`src/rtl/write_buffer.sv`:
```
// Posted write buffer between cache controller and RAM; coalesces writes and serves reads from buffered data.
// Writes and buffer-hit reads complete 1 cycle after accept; misses wait on RAM; cacheReady drops when busy or full.
module write_buffer #(
  parameter int ADDR_WIDTH = 16,
  parameter int DATA_WIDTH = 32,
  parameter int DEPTH      = 4
) (
  input  logic                    clk,
  input  logic                    rst,
  input  logic                    cacheRead,
  input  logic                    cacheWrite,
  input  logic [ADDR_WIDTH-1:0]   cacheAddr,
  input  logic [DATA_WIDTH-1:0]   cacheWriteData,
  output logic [DATA_WIDTH-1:0]   cacheReadData,
  output logic                    cacheDone,
  output logic                    cacheReady,
  output logic                    memRead,
  output logic                    memWrite,
  output logic [ADDR_WIDTH-1:0]   memAddr,
  output logic [DATA_WIDTH-1:0]   memWriteData,
  input  logic [DATA_WIDTH-1:0]   memReadData,
  input  logic                    memDone,
  output logic                    bufEmpty,
  output logic                    bufFull,
  output logic [$clog2(DEPTH):0]  bufCount
);

  localparam int PTR_W = $clog2(DEPTH);
  localparam int CNT_W = PTR_W + 1;
  localparam logic [PTR_W-1:0] PTR_ONE = 1;
  localparam logic [CNT_W-1:0] CNT_ONE = 1;
  localparam logic [CNT_W-1:0] CNT_MAX = CNT_W'(DEPTH);

  typedef enum logic [1:0] {U_IDLE, U_ACK, U_MEMRD} u_state_t;
  typedef enum logic [1:0] {D_IDLE, D_WRITE, D_READ} d_state_t;

  u_state_t u_state, u_next;
  d_state_t d_state, d_next;

  logic [ADDR_WIDTH-1:0] ent_addr [DEPTH];
  logic [DATA_WIDTH-1:0] ent_data [DEPTH];
  logic [DEPTH-1:0]      ent_vld;
  logic [PTR_W-1:0]      head;
  logic [PTR_W-1:0]      tail;
  logic [CNT_W-1:0]      count;
  logic [ADDR_WIDTH-1:0] rd_addr;
  logic [DATA_WIDTH-1:0] rd_dat;

  logic                  coal_hit;
  logic [PTR_W-1:0]      coal_idx;
  logic                  rd_hit;
  logic [PTR_W-1:0]      rd_idx;
  logic                  acc_rd;
  logic                  acc_wr;
  logic                  push;
  logic                  pop;
  logic                  rd_miss_pend;
  logic                  mem_rd_done;

  // Coalesce target: the single valid copy of the address that is not on its way to RAM.
  always_comb begin
    coal_hit = 1'b0;
    coal_idx = '0;
    for (int i = 0; i < DEPTH; i++) begin
      if (ent_vld[i] && (ent_addr[i] == cacheAddr) &&
          !((d_state == D_WRITE) && (PTR_W'(i) == head))) begin
        coal_hit = 1'b1;
        coal_idx = PTR_W'(i);
      end
    end
  end

  // Walk oldest to youngest so a re-written address returns its newest data.
  always_comb begin
    rd_hit = 1'b0;
    rd_idx = '0;
    for (int i = 0; i < DEPTH; i++) begin
      if (ent_vld[head + PTR_W'(i)] && (ent_addr[head + PTR_W'(i)] == cacheAddr)) begin
        rd_hit = 1'b1;
        rd_idx = head + PTR_W'(i);
      end
    end
  end

  assign bufEmpty   = (count == '0);
  assign bufFull    = (count == CNT_MAX);
  assign bufCount   = count;
  assign cacheReady = rst && (u_state == U_IDLE) && (cacheRead || !bufFull || coal_hit);

  assign acc_rd       = cacheReady && cacheRead;
  assign acc_wr       = cacheReady && !cacheRead && cacheWrite;
  assign push         = acc_wr && !coal_hit;
  assign pop          = (d_state == D_WRITE) && memDone;
  assign rd_miss_pend = (u_state == U_MEMRD) && (d_state != D_READ);
  assign mem_rd_done  = (d_state == D_READ) && memDone;

  // Upstream FSM
  always_ff @(posedge clk or negedge rst) begin
    if (!rst) u_state <= U_IDLE;
    else      u_state <= u_next;
  end

  always_comb begin
    u_next = u_state;
    case (u_state)
      U_IDLE: begin
        if (acc_wr || (acc_rd && rd_hit)) u_next = U_ACK;
        else if (acc_rd)                  u_next = U_MEMRD;
      end
      U_ACK:   u_next = U_IDLE;
      U_MEMRD: if (mem_rd_done) u_next = U_ACK;
      default: u_next = U_IDLE;
    endcase
  end

  always_comb begin
    cacheDone     = (u_state == U_ACK);
    cacheReadData = rd_dat;
  end

  // Downstream FSM: a pending miss read overtakes queued drains, never an in-flight one.
  always_ff @(posedge clk or negedge rst) begin
    if (!rst) d_state <= D_IDLE;
    else      d_state <= d_next;
  end

  always_comb begin
    d_next = d_state;
    case (d_state)
      D_IDLE: begin
        if (rd_miss_pend)   d_next = D_READ;
        else if (!bufEmpty) d_next = D_WRITE;
      end
      D_WRITE: if (memDone) d_next = D_IDLE;
      D_READ:  if (memDone) d_next = D_IDLE;
      default: d_next = D_IDLE;
    endcase
  end

  always_comb begin
    memRead      = 1'b0;
    memWrite     = 1'b0;
    memAddr      = '0;
    memWriteData = '0;
    case (d_state)
      D_WRITE: begin
        memWrite     = 1'b1;
        memAddr      = ent_addr[head];
        memWriteData = ent_data[head];
      end
      D_READ: begin
        memRead = 1'b1;
        memAddr = rd_addr;
      end
      default: ;
    endcase
  end

  // Pointer and occupancy state; push is blocked when full so head==tail never collides.
  always_ff @(posedge clk or negedge rst) begin
    if (!rst) begin
      head    <= '0;
      tail    <= '0;
      count   <= '0;
      ent_vld <= '0;
      rd_addr <= '0;
      rd_dat  <= '0;
    end else begin
      if (pop) begin
        ent_vld[head] <= 1'b0;
        head          <= head + PTR_ONE;
      end
      if (push) begin
        ent_vld[tail] <= 1'b1;
        tail          <= tail + PTR_ONE;
      end
      if (push && !pop)      count <= count + CNT_ONE;
      else if (pop && !push) count <= count - CNT_ONE;
      if (acc_rd) begin
        rd_addr <= cacheAddr;
        if (rd_hit) rd_dat <= ent_data[rd_idx];
      end
      if (mem_rd_done) rd_dat <= memReadData;
    end
  end

  // Entry payload needs no reset; the valid bits gate every use.
  always_ff @(posedge clk) begin
    if (push) begin
      ent_addr[tail] <= cacheAddr;
      ent_data[tail] <= cacheWriteData;
    end else if (acc_wr) begin
      ent_data[coal_idx] <= cacheWriteData;
    end
  end

endmodule

```
`config.mk`:
```
export PLATFORM = sky130hd
export DESIGN_NAME = write_buffer
export DESIGN_NICKNAME = d
export VERILOG_FILES = /design/src/rtl/write_buffer.sv
export SDC_FILE = /design/constraint.sdc
export NUM_CORES = 1
export LEC_CHECK = 0
export ABC_AREA = 1
export CAP_MARGIN = 25
export CORE_MARGIN = 2
export CORE_UTILIZATION = 52
export DETAILED_ROUTE_END_ITERATION = 10
export HOLD_SLACK_MARGIN = 0.12
export PLACE_DENSITY_LB_ADDON = 0.25
export SLEW_MARGIN = 30
export SYNTH_ARGS = -nofsm -noshare
export SYNTH_HDL_FRONTEND = slang
export SYNTH_SLANG_ARGS = --single-unit
export TNS_END_PERCENT = 30
```
`constraint.sdc`:
```
create_clock -name clk -period 4.85 [get_ports clk]
set_clock_uncertainty 0.2 [all_clocks]
set_input_delay 0.485 -clock clk [delete_from_list [all_inputs] [get_ports clk]]
set_output_delay 0.485 -clock clk [all_outputs]
set_load 0.05 [all_outputs]
```
==> flow_metrics.env, run 1 <==
export IMPL_yosys_area_top_type="edfxtp_1"
export IMPL_critPathMaxFanout=125
export IMPL_syn_area_per_cell_sq_um=7.47
export IMPL_route_detailed_drc=0
export IMPL_multi_input_area_sq_um=7120
export IMPL_antenna_found_initial=2
export IMPL_start_kind="register"
export IMPL_placed_area_sq_um=17900
export IMPL_vias=15900
export IMPL_fp_dieW_um=179
export IMPL_n_fill_cell=2625
export IMPL_cp_arrival_ns=3.84
export IMPL_maxCapViolCount=0
export IMPL_std_cell_rows=63
export IMPL_yosysWarnings=0
export IMPL_p_sw_mw=6.10
export IMPL_root_buffer="clkbuf_16"
export IMPL_vias_per_cell=5.96
export IMPL_synth_nets=2218
export IMPL_fin_crit_ns=4.52
export IMPL_powerDensity_nw_per_um2=632
export IMPL_synthArstFlopShare_pct=24.7
export IMPL_ys_flop_type="edfxtp_1"
export IMPL_synth_cell_types=45
export IMPL_cts_resized_gates=0
export IMPL_synth_most_common_cell="nand2_1"
export IMPL_hold_class="register to register"
export IMPL_wl_per_cell_um=22.0
export IMPL_ys_seq_area_share_pct=46.4
export IMPL_place_inst=2611
export IMPL_ys_ff_latch=255
export IMPL_max_slew_margin_rel_pct=41.6
export IMPL_drt_first_pass_iters=5
export IMPL_hpwl_um=40900
export IMPL_critPathRequiredTime_ns=4.16
export IMPL_r2r_cells=17
export IMPL_grt_pass1_wl_um=87600
export IMPL_end_kind="output pin"
export IMPL_drt_wl_total_um=58700
export IMPL_fin_crit_sh_pct=93.3
export IMPL_path_clk_slew_ns=0.06
export IMPL_grt_max_degree=126
export IMPL_criticalPathCategory="register to output pin"
export IMPL_cts_tree="done"
export IMPL_grt_pass1_vias=14500
export IMPL_startpoint="head[0]"
export IMPL_final_nets=2351
export IMPL_final_util_pct=63.2
export IMPL_cts_buffer_depth=3
export IMPL_cts_setup_buffers=0
export IMPL_synth_cell_area_sq_um=15800
export IMPL_overflow=0
export IMPL_pwr_share_seq_pct=24.6
export IMPL_io_buffer_count=173
export IMPL_io_pins=174
export IMPL_worstHoldStart="u_state[0]"
export IMPL_synth_area_leaders="edfxtp_1 (36%), nand2_1 (15%), nand3_1 (12%)"
export IMPL_drt_iter0_markers=2288
export IMPL_hold_viol_final=0
export IMPL_min_path_cells=1
export IMPL_die_area_sq_um=31900
export IMPL_fp_dieH_um=179
export IMPL_core_region_area_sq_um=29800
export IMPL_rsz0062_at_grt="false"
export IMPL_cts_max_level=1
export IMPL_p_comb_share_pct=57.9
export IMPL_synth_edf_count=192
export IMPL_stdcell_area_sq_um=18800
export IMPL_start_util_pct=53.1
export IMPL_grt_usage_pct=36.8
export IMPL_maxSlewViolCount=0
export IMPL_status="finished, final reports clean"
export IMPL_leakage_nw=8.52
export IMPL_area_growth_synth_to_final_pct=18.9
export IMPL_gp_congestion=1.05
export IMPL_fin_tns_setup_ns=0
export IMPL_hold_slack_ns=0.248
export IMPL_ant_nets=0
export IMPL_numCtsBuffers=28
export IMPL_layout_drive_gt1_share_pct=5.05
export IMPL_power_share_switching_pct=51.3
export IMPL_yosys_top_cells_count="nand2_1 (646), nand3_1 (365), inv_1 (200)"
export IMPL_ff_latch_area_sq_um=7350
export IMPL_vdd_ir_drop_max_v=0.000500
export IMPL_r2r_start="head[0]"
export IMPL_setup_violations_final=0
export IMPL_power_clock_fraction_pct=17.5
export IMPL_synth_cells=2120
export IMPL_hold_buffers=2
export IMPL_cts_sinks=255
export IMPL_worstMarginPinSlew_ns=0.876
export IMPL_fmax_mhz=221
export IMPL_clk_latency_ns=0.56
export IMPL_synth_top_area_share_pct=36.4
export IMPL_finalNonFillerCells=2666
export IMPL_intPower_mw=5.79
worst max-delay path: stages (launching register included):
cell and delay, ns:
dfrtp_4 0.65, inv_6 0.12, buf_12 0.35, nand2_1 0.16, nand3_1 0.16, nand3_1 0.15, a21oi_1 0.50, clkdlybuf4s50_1 0.92
stage by stage:
stage               setup WS [ns]  power [mW]
detailed placement          0.466        9.66
global placement            0.369        9.59
floorplan                   0.203        7.49
finish                      0.327        11.9
global route               0.0445        12.5
CTS                         0.385        11.7
placed cells by master, fill, tap and decap left out, drive strengths merged, types with 2 or more instances in the layout:
cell type,Yosys,layout
o21ai,118,118
clkinvlp,0,4
ha,12,12
o22ai,11,11
clkdlybuf4s50,0,171
nor2,172,172
dfrtp,63,63
nand2,648,648
nand3b,3,3
a211oi,4,4
and2,3,3
xnor2,4,4
clkbuf,41,37
o2111ai,4,4
inv,205,206
edfxtp,192,192
a22o,2,2
o211ai,14,14
buf,76,47
xor2,26,26
dlygate4sd3,0,2
nor4,3,3
a21oi,116,116
nand3,368,368
nand4,16,16
nor3,12,12
clkinv,1,10
cell families (layout without fill, tap and decap cells):
family	after synthesis	count (layout)	share of synthesized area [%]
AOI/OAI and AO/OA	272	272	9.24
xor gates and xnor gates	30	30	1.66
adders and majority gates	13	13	1.07
buffers and inverters	323	478	8.88
DFF	255	255	46.4
muxes	1	1	0.0711
other	0	1	0
and+or+nand+nor	1226	1226	32.7
layer usage:
layer | part of all wire [%] | global-route usage [%]
met3 | 14 | 8.23
met5 | 0.058 | 0
met1 | 41 | 55.2
met2 | 42 | 53.4
met4 | 3.0 | 9.99
cell type report:
type	instances	area share (%)
antenna	1	0.0133
clock buffer	37	4.12
clock inverter	15	0.605
inverter	206	4.15
multi-input combinational	1542	37.8
sequential	255	39.0
tap	390	2.59
timing repair buffer	220	11.7
worst paths after layout:
path,endpoint,slack [ns]
setup reg to reg,cacheReadData[10],0.48
hold reg to reg,u_state[0],0.25
min in group asynchronous,ent_vld[0],0.50
max in group asynchronous,rd_addr[5],3.19
hold / removal,u_state[0],0.25
setup / recovery,memAddr[0],0.33
registers in the layout, summed over array words and instances (netlist names):
name           flops
bufCount           3
rd_addr           16
ent_data         128
tail               2
u_state            2
head               2
ent_addr          64
cacheReadData     32
d_state            2
ent_vld            4
power groups by stage:
stage / logic [mW] / clock network [mW] / registers, mW
4_1_cts: 6.74 / 2.09 / 2.91
3_5_place_dp: 6.70 / 0 / 2.96
2_1_floorplan: 4.22 / 0 / 3.27
3_3_place_gp: 6.64 / 0 / 2.95
5_1_grt: 7.35 / 2.18 / 2.95
6_report: 6.88 / 2.08 / 2.93
Note: power is estimated with default switching activity, not from simulation.
==> inputs of run 2 (changes only) <==
- ABC_AREA: 1 -> default
- ABC_CLOCK_PERIOD_IN_PS: default -> 4850
- CORE_UTILIZATION: 52 -> 53
==> flow_metrics.env, run 2 <==
export IMPL_synth_cell_types=74
export IMPL_fp_dieH_um=181
export IMPL_io_pins=174
export IMPL_synth_top_area_share_pct=34.5
export IMPL_rsz0062_at_grt="false"
export IMPL_startpoint="head[0]"
export IMPL_crit_end="cacheReadData[31]"
export IMPL_synth_edf_count=192
export IMPL_mostFrequentLayoutCells="edfxtp_1 (192), clkdlybuf4s50_1 (171), nor2b_1 (112), o221ai_1 (86), mux4_2 (72)"
export IMPL_cp_arrival_ns=4.79
export IMPL_yosysWarnings=0
export IMPL_grt_max_degree=191
export IMPL_start_util_pct=54.1
export IMPL_vias_per_cell=6.81
export IMPL_area_growth_synth_to_final_pct=19.6
export IMPL_path_cells="buf_12 -> mux4_1 -> xor2_1 -> nor4_2 -> or4b_1 -> a311oi_2 -> o21ai_4 -> buf_12 -> o22ai_1 -> o21ai_1 -> a21boi_1 -> nor3_2"
export IMPL_synth_cell_area_sq_um=16700
export IMPL_grt_usage_pct=29.9
export IMPL_drt_first_pass_iters=5
export IMPL_grt_pass1_vias=13200
export IMPL_cts_sinks=255
export IMPL_hpwl_um=32400
export IMPL_final_common_cell="edfxtp_1"
export IMPL_cts_buffer_depth=3
export IMPL_powerDensity_nw_per_um2=575
export IMPL_antenna_found_initial=1
export IMPL_criticalPathCategory="register to register"
export IMPL_top_register="ent_data"
export IMPL_cts_tree="done"
export IMPL_fin_crit_sh_pct=94.0
export IMPL_gp_congestion=0.990
export IMPL_fp_dieW_um=181
export IMPL_cts_max_level=1
export IMPL_synth_cells=1398
export IMPL_insertedDiodeCount=0
export IMPL_vias=13300
export IMPL_hold_viol_final=0
export IMPL_start_kind="register"
export IMPL_grt_pass1_wl_um=77100
export IMPL_syn_area_per_cell_sq_um=11.9
export IMPL_route_detailed_drc=0
export IMPL_std_cell_rows=64
export IMPL_io_buffer_count=173
export IMPL_core_region_area_sq_um=30800
export IMPL_drt_wl_total_um=49800
export IMPL_critPathRequiredTime_ns=5.08
export IMPL_die_area_sq_um=32900
export IMPL_wl_per_cell_um=25.5
export IMPL_setup_violations_final=0
export IMPL_ys_ff_latch=255
export IMPL_vdd_ir_drop_max_v=0.000440
export IMPL_maxCapViolCount=0
export IMPL_final_util_pct=64.8
export IMPL_stdcell_area_sq_um=20000
export IMPL_status="finished, final reports clean"
export IMPL_synth_area_leaders="edfxtp_1 (35%), mux4_2 (9.7%), dfrtp_1 (9.4%)"
export IMPL_fmax_mhz=219
export IMPL_overflow=0
export IMPL_fin_crit_ns=4.56
export IMPL_critPathMaxFanout=67
export IMPL_ys_seq_area_share_pct=44.0
export IMPL_final_nets=1628
export IMPL_drt_iter0_markers=1348
export IMPL_hold_class="primary input to async pin"
export IMPL_yosys_area_top_type="edfxtp_1"
export IMPL_yosys_top_cells_count="edfxtp_1 (192), nor2b_1 (112), o221ai_1 (86)"
export IMPL_numCtsBuffers=30
export IMPL_r2r_end="cacheReadData[31]"
export IMPL_placed_area_sq_um=19000
export IMPL_max_slew_margin_rel_pct=36.0
export IMPL_cts_setup_buffers=0
export IMPL_fin_tns_setup_ns=0
export IMPL_synth_nets=1496
export IMPL_r2r_start="head[0]"
export IMPL_layout_drive_gt1_share_pct=16.7
export IMPL_synthArstFlopShare_pct=24.7
export IMPL_maxSlewViolCount=0
export IMPL_r2r_slack_ns=0.29
export IMPL_clk_latency_ns=0.56
export IMPL_crit_top_cell="buf_12"
export IMPL_path_clk_slew_ns=0.06
export IMPL_largest_register_ffs=128
export IMPL_synth_most_common_cell="edfxtp_1"
export IMPL_r2r_cells=12
export IMPL_ys_flop_type="edfxtp_1"
export IMPL_crit_slowest_cell="mux4_1"
export IMPL_ant_nets=0
export IMPL_leakage_nw=6.53
export IMPL_end_kind="register"
export IMPL_cp_slowest_stage_delay_ns=0.68
export IMPL_worstMarginPinSlew_ns=0.959
export IMPL_root_buffer="clkbuf_16"
## run 2: cell count changes in the layout (fill, tap and decap cells not counted), moves of 72 or more
cell	before	now
nand2_1	645	29
nand3_1	365	19
inv_1	200	14
nor2_1	167	11
nor2b_1	0	112
o21ai_0	113	17
o221ai_1	0	86
a21oi_1	115	41
mux4_2	0	72
## run 2: repair_timing
action,4_1_cts,5_1_grt
hold buffers,1,0
hold endpoints to repair,18,0
endpoints found under the setup margin,0,5
resized for setup,0,2
## run 2: worst min-delay path by stage
stage	startpoint	endpoint	slack [ns]	cells past startpoint
floorplan	rst	bufCount[0]	-0.01	0
global placement	rst	cacheReadData[13]	0.22	1
detailed placement	rst	cacheReadData[13]	0.22	1
CTS	rst	cacheReadData[13]	0.18	2
global route	rst	cacheReadData[13]	0.19	2
finish	rst	cacheReadData[13]	0.18	2
## run 2: stage by stage
stage          hold WS, ns  setup slack, ns  std cells  power, mW
6_report             0.178            0.292       1950       11.5
5_1_grt              0.190            0.119       1950       12.0
4_1_cts              0.181            0.205       1950       11.5
3_5_place_dp         0.220            0.226       1893       9.18
3_3_place_gp         0.216            0.318       1893       9.10
2_1_floorplan      -0.0106           0.0196       1398       7.53
## run 2: per-layer routing
metal,routed length [um],GRT usage (%)
met5,0,0
met3,4280,5.40
met2,24000,49.5
met1,20100,40.4
met4,1430,9.27
## run 2: final cells by class
cell class | instances | area (sq um)
timing repair buffer | 228 | 2340
inverter | 15 | 58.8
tap | 396 | 495
clock inverter | 14 | 179
fill | 2355 | 10900
clock buffer | 42 | 806
multi-input combinational | 1000 | 8730
sequential | 255 | 7350
## run 2: worst max-delay path, delay by kind of cell (launching register included)
kind                      cells  cell delay (ns)
AOI/OAI and AO/OA             5             1.16
xor gates and xnor gates      1             0.19
buffers and inverters         2             0.64
DFF                           1             0.44
muxes                         1             0.68
and+or+nand+nor               3             1.05
## run 2: logic make-up after synthesis
kind of cell,synth area share (%)
AO/OA/AOI/OAI,18.1
XOR/XNOR,6.77
adder cells (fa/ha/maj),1.02
buffers and inverters,4.09
flip-flops,44.0
multiplexers,14.3
AND/OR/NAND/NOR,11.7
## run 2: where the power goes
group,switching [mW],internal (mW),total (mW)
sequential,0.257,2.69,2.94
combinational,3.72,2.56,6.27
clock,0.904,1.37,2.27
==> inputs of run 3 (changes only) <==
- ABC_CLOCK_PERIOD_IN_PS: 4850 -> 4140
- RECOVER_POWER: default -> 50
- clock period: 4.85 -> 4.14 ns (I/O delays scaled with it)
==> flow_metrics.env, run 3 (synthesis gave the netlist of run 2 again) <==
export IMPL_status="finished with violations"
export IMPL_violations="capacitance limit, slew limit, setup timing"
export IMPL_critPathRequiredTime_ns=4.39
export IMPL_wl_met1_um=20800
export IMPL_layout_drive_gt1_share_pct=23.7
export IMPL_placed_area_sq_um=19700
export IMPL_highest_layer="met4"
export IMPL_fp_dieH_um=181
export IMPL_fmax_mhz=241
export IMPL_place_ws_ns=-0.0895
export IMPL_critPathBufInv=7
export IMPL_power_total_mw=13.9
export IMPL_wl_per_cell_um=25.6
export IMPL_antenna_found_initial=1
export IMPL_finalNonFillerCells=2028
export IMPL_root_buffer="clkbuf_16"
export IMPL_fin_crit_sh_pct=100
export IMPL_crit_family="buffers and inverters"
export IMPL_grt_usage_pct=30.0
export IMPL_pwr_share_seq_pct=24.8
export IMPL_grt_max_degree=64
export IMPL_vias_per_cell=6.72
export IMPL_place_inst=1943
export IMPL_vdd_ir_drop_max_v=0.000520
export IMPL_p_sw_mw=5.96
export IMPL_overflow=0
export IMPL_mostFrequentLayoutCells="edfxtp_1 (192), clkdlybuf4s50_1 (120), o221ai_1 (86), nor2b_1 (81), buf_4 (80)"
export IMPL_vias=13600
export IMPL_r2r_slack_ns=-0.007
export IMPL_criticalPathCategory="register to register"
export IMPL_intPower_mw=7.98
export IMPL_hold_slack_ns=0.285
export IMPL_end_kind="register"
export IMPL_r2r_cells=18
export IMPL_numCtsBuffers=27
export IMPL_top_register="ent_data"
export IMPL_io_buffer_count=173
export IMPL_grt_pass1_wl_um=77000
export IMPL_hold_class="register to register"
export IMPL_power_clock_fraction_pct=16.8
export IMPL_maxSlewViolCount=26
export IMPL_max_slew_margin_rel_pct=-3.27
export IMPL_largest_register_ffs=128
export IMPL_ant_nets=0
export IMPL_crit_cells=18
export IMPL_die_area_sq_um=32900
export IMPL_critPathMaxFanout=11
export IMPL_cts_tree="done"
export IMPL_r2r_start="head[0]"
export IMPL_p_comb_share_pct=58.3
export IMPL_rsz0062_at_grt="true"
export IMPL_drt_wl_total_um=52000
export IMPL_hold_viol_final=0
export IMPL_wl_met3_um=3980
export IMPL_final_common_cell="edfxtp_1"
export IMPL_std_cell_rows=64
export IMPL_powerDensity_nw_per_um2=660
export IMPL_finalWorstSetupSlack_ns=-0.00669
export IMPL_setup_violations_final=1
export IMPL_cp_slowest_stage_delay_ns=0.50
export IMPL_io_pins=174
export IMPL_fp_dieW_um=181
export IMPL_power_share_switching_pct=42.7
export IMPL_worstMarginPinSlew_ns=1.55
export IMPL_clk_latency_ns=0.55
export IMPL_crit_end="cacheReadData[18]"
export IMPL_drt_first_pass_iters=8
export IMPL_core_region_area_sq_um=30800
export IMPL_start_kind="register"
export IMPL_start_util_pct=54.1
export IMPL_leakage_nw=7.00
export IMPL_fin_crit_ns=4.15
export IMPL_cts_sinks=255
export IMPL_wl_met2_um=25300
export IMPL_final_nets=1709
export IMPL_startpoint="head[0]"
export IMPL_path_cells="inv_8 -> ha_4 -> buf_12 -> buf_4 -> mux4_2 -> xnor2_1 -> nor4_2 -> buf_4 -> nor3b_4 -> a311oi_4 -> buf_4 -> o21ai_4 -> buf_12 -> clkbuf_16 -> o221ai_1 -> a21oi_1 -> nor2b_4 -> nor3_2"
export IMPL_worstHoldStart="u_state[0]"
export IMPL_crit_slowest_cell="mux4_2"
export IMPL_gp_congestion=0.946
export IMPL_cts_max_level=1
export IMPL_n_fill_cell=2194
export IMPL_path_clk_slew_ns=0.06
export IMPL_area_growth_synth_to_final_pct=26.6
export IMPL_r2r_end="cacheReadData[18]"
export IMPL_cts_buffer_depth=3
export IMPL_grt_pass1_vias=13100
export IMPL_stdcell_area_sq_um=21100
export IMPL_cp_arrival_ns=4.40
export IMPL_route_detailed_drc=0
export IMPL_crit_top_cell="buf_4"
export IMPL_drt_iter0_markers=1648
export IMPL_hpwl_um=33600
export IMPL_maxCapViolCount=1
==> run 3: cell type report <==
type / count / area [sq um] / share of cell area [%]
multi-input combinational: 1000 / 9110 / 43.1
sequential: 255 / 7350 / 34.8
timing repair buffer: 312 / 3260 / 15.4
clock buffer: 40 / 774 / 3.67
tap: 396 / 495 / 2.35
clock inverter: 9 / 73.8 / 0.349
inverter: 15 / 63.8 / 0.302
antenna: 1 / 2.50 / 0.0118
==> run 3: worst min path at each step <==
| stage | end | slack [ns] | depth (start not counted) |
|---|---|---|---|
| 5_1_grt | rd_addr[0] | 0.33 | 1 |
| 4_1_cts | u_state[0] | 0.28 | 1 |
| 2_1_floorplan | bufCount[0] | -0.08 | 0 |
| 3_3_place_gp | u_state[0] | 0.25 | 1 |
| 6_report | u_state[0] | 0.29 | 1 |
| 3_5_place_dp | u_state[0] | 0.27 | 1 |
==> run 3: power by group through the flow <==
stage	Sequential (mW)	Clock, mW	Combinational (mW)
6_report	3.46	2.35	8.13
5_1_grt	3.51	2.48	8.56
4_1_cts	3.45	2.36	7.51
3_5_place_dp	3.50	0	7.46
3_3_place_gp	3.48	0	7.37
2_1_floorplan	4.00	0	4.99
==> run 3: routing by layer <==
layer  global-route usage [%]  vias up
met5                        0        -
met4                     10.4        0
met3                     3.95      120
met2                     49.6      714
met1                     41.0     6839
li1                         -     5955
==> run 3: what timing repair did <==
item / CTS / global route
gates resized for setup: 10 / 44
hold buffers: 1 / 0
hold endpoints to repair: 24 / 0
gates cloned: 0 / 7
setup endpoints to repair: 27 / 54
buffers inserted: 0 / 27
pin swaps: 1 / 14
==> run 3: through the flow <==
stage | TNS, ns | utilization, %
after CTS | -0.0358 | 66.7
after detailed placement | -0.268 | 63.8
after floorplan | -11.21 | -
after global placement | -0.0303 | 63.8
after global routing | -2.76 | 68.5
final | -0.00669 | 68.5
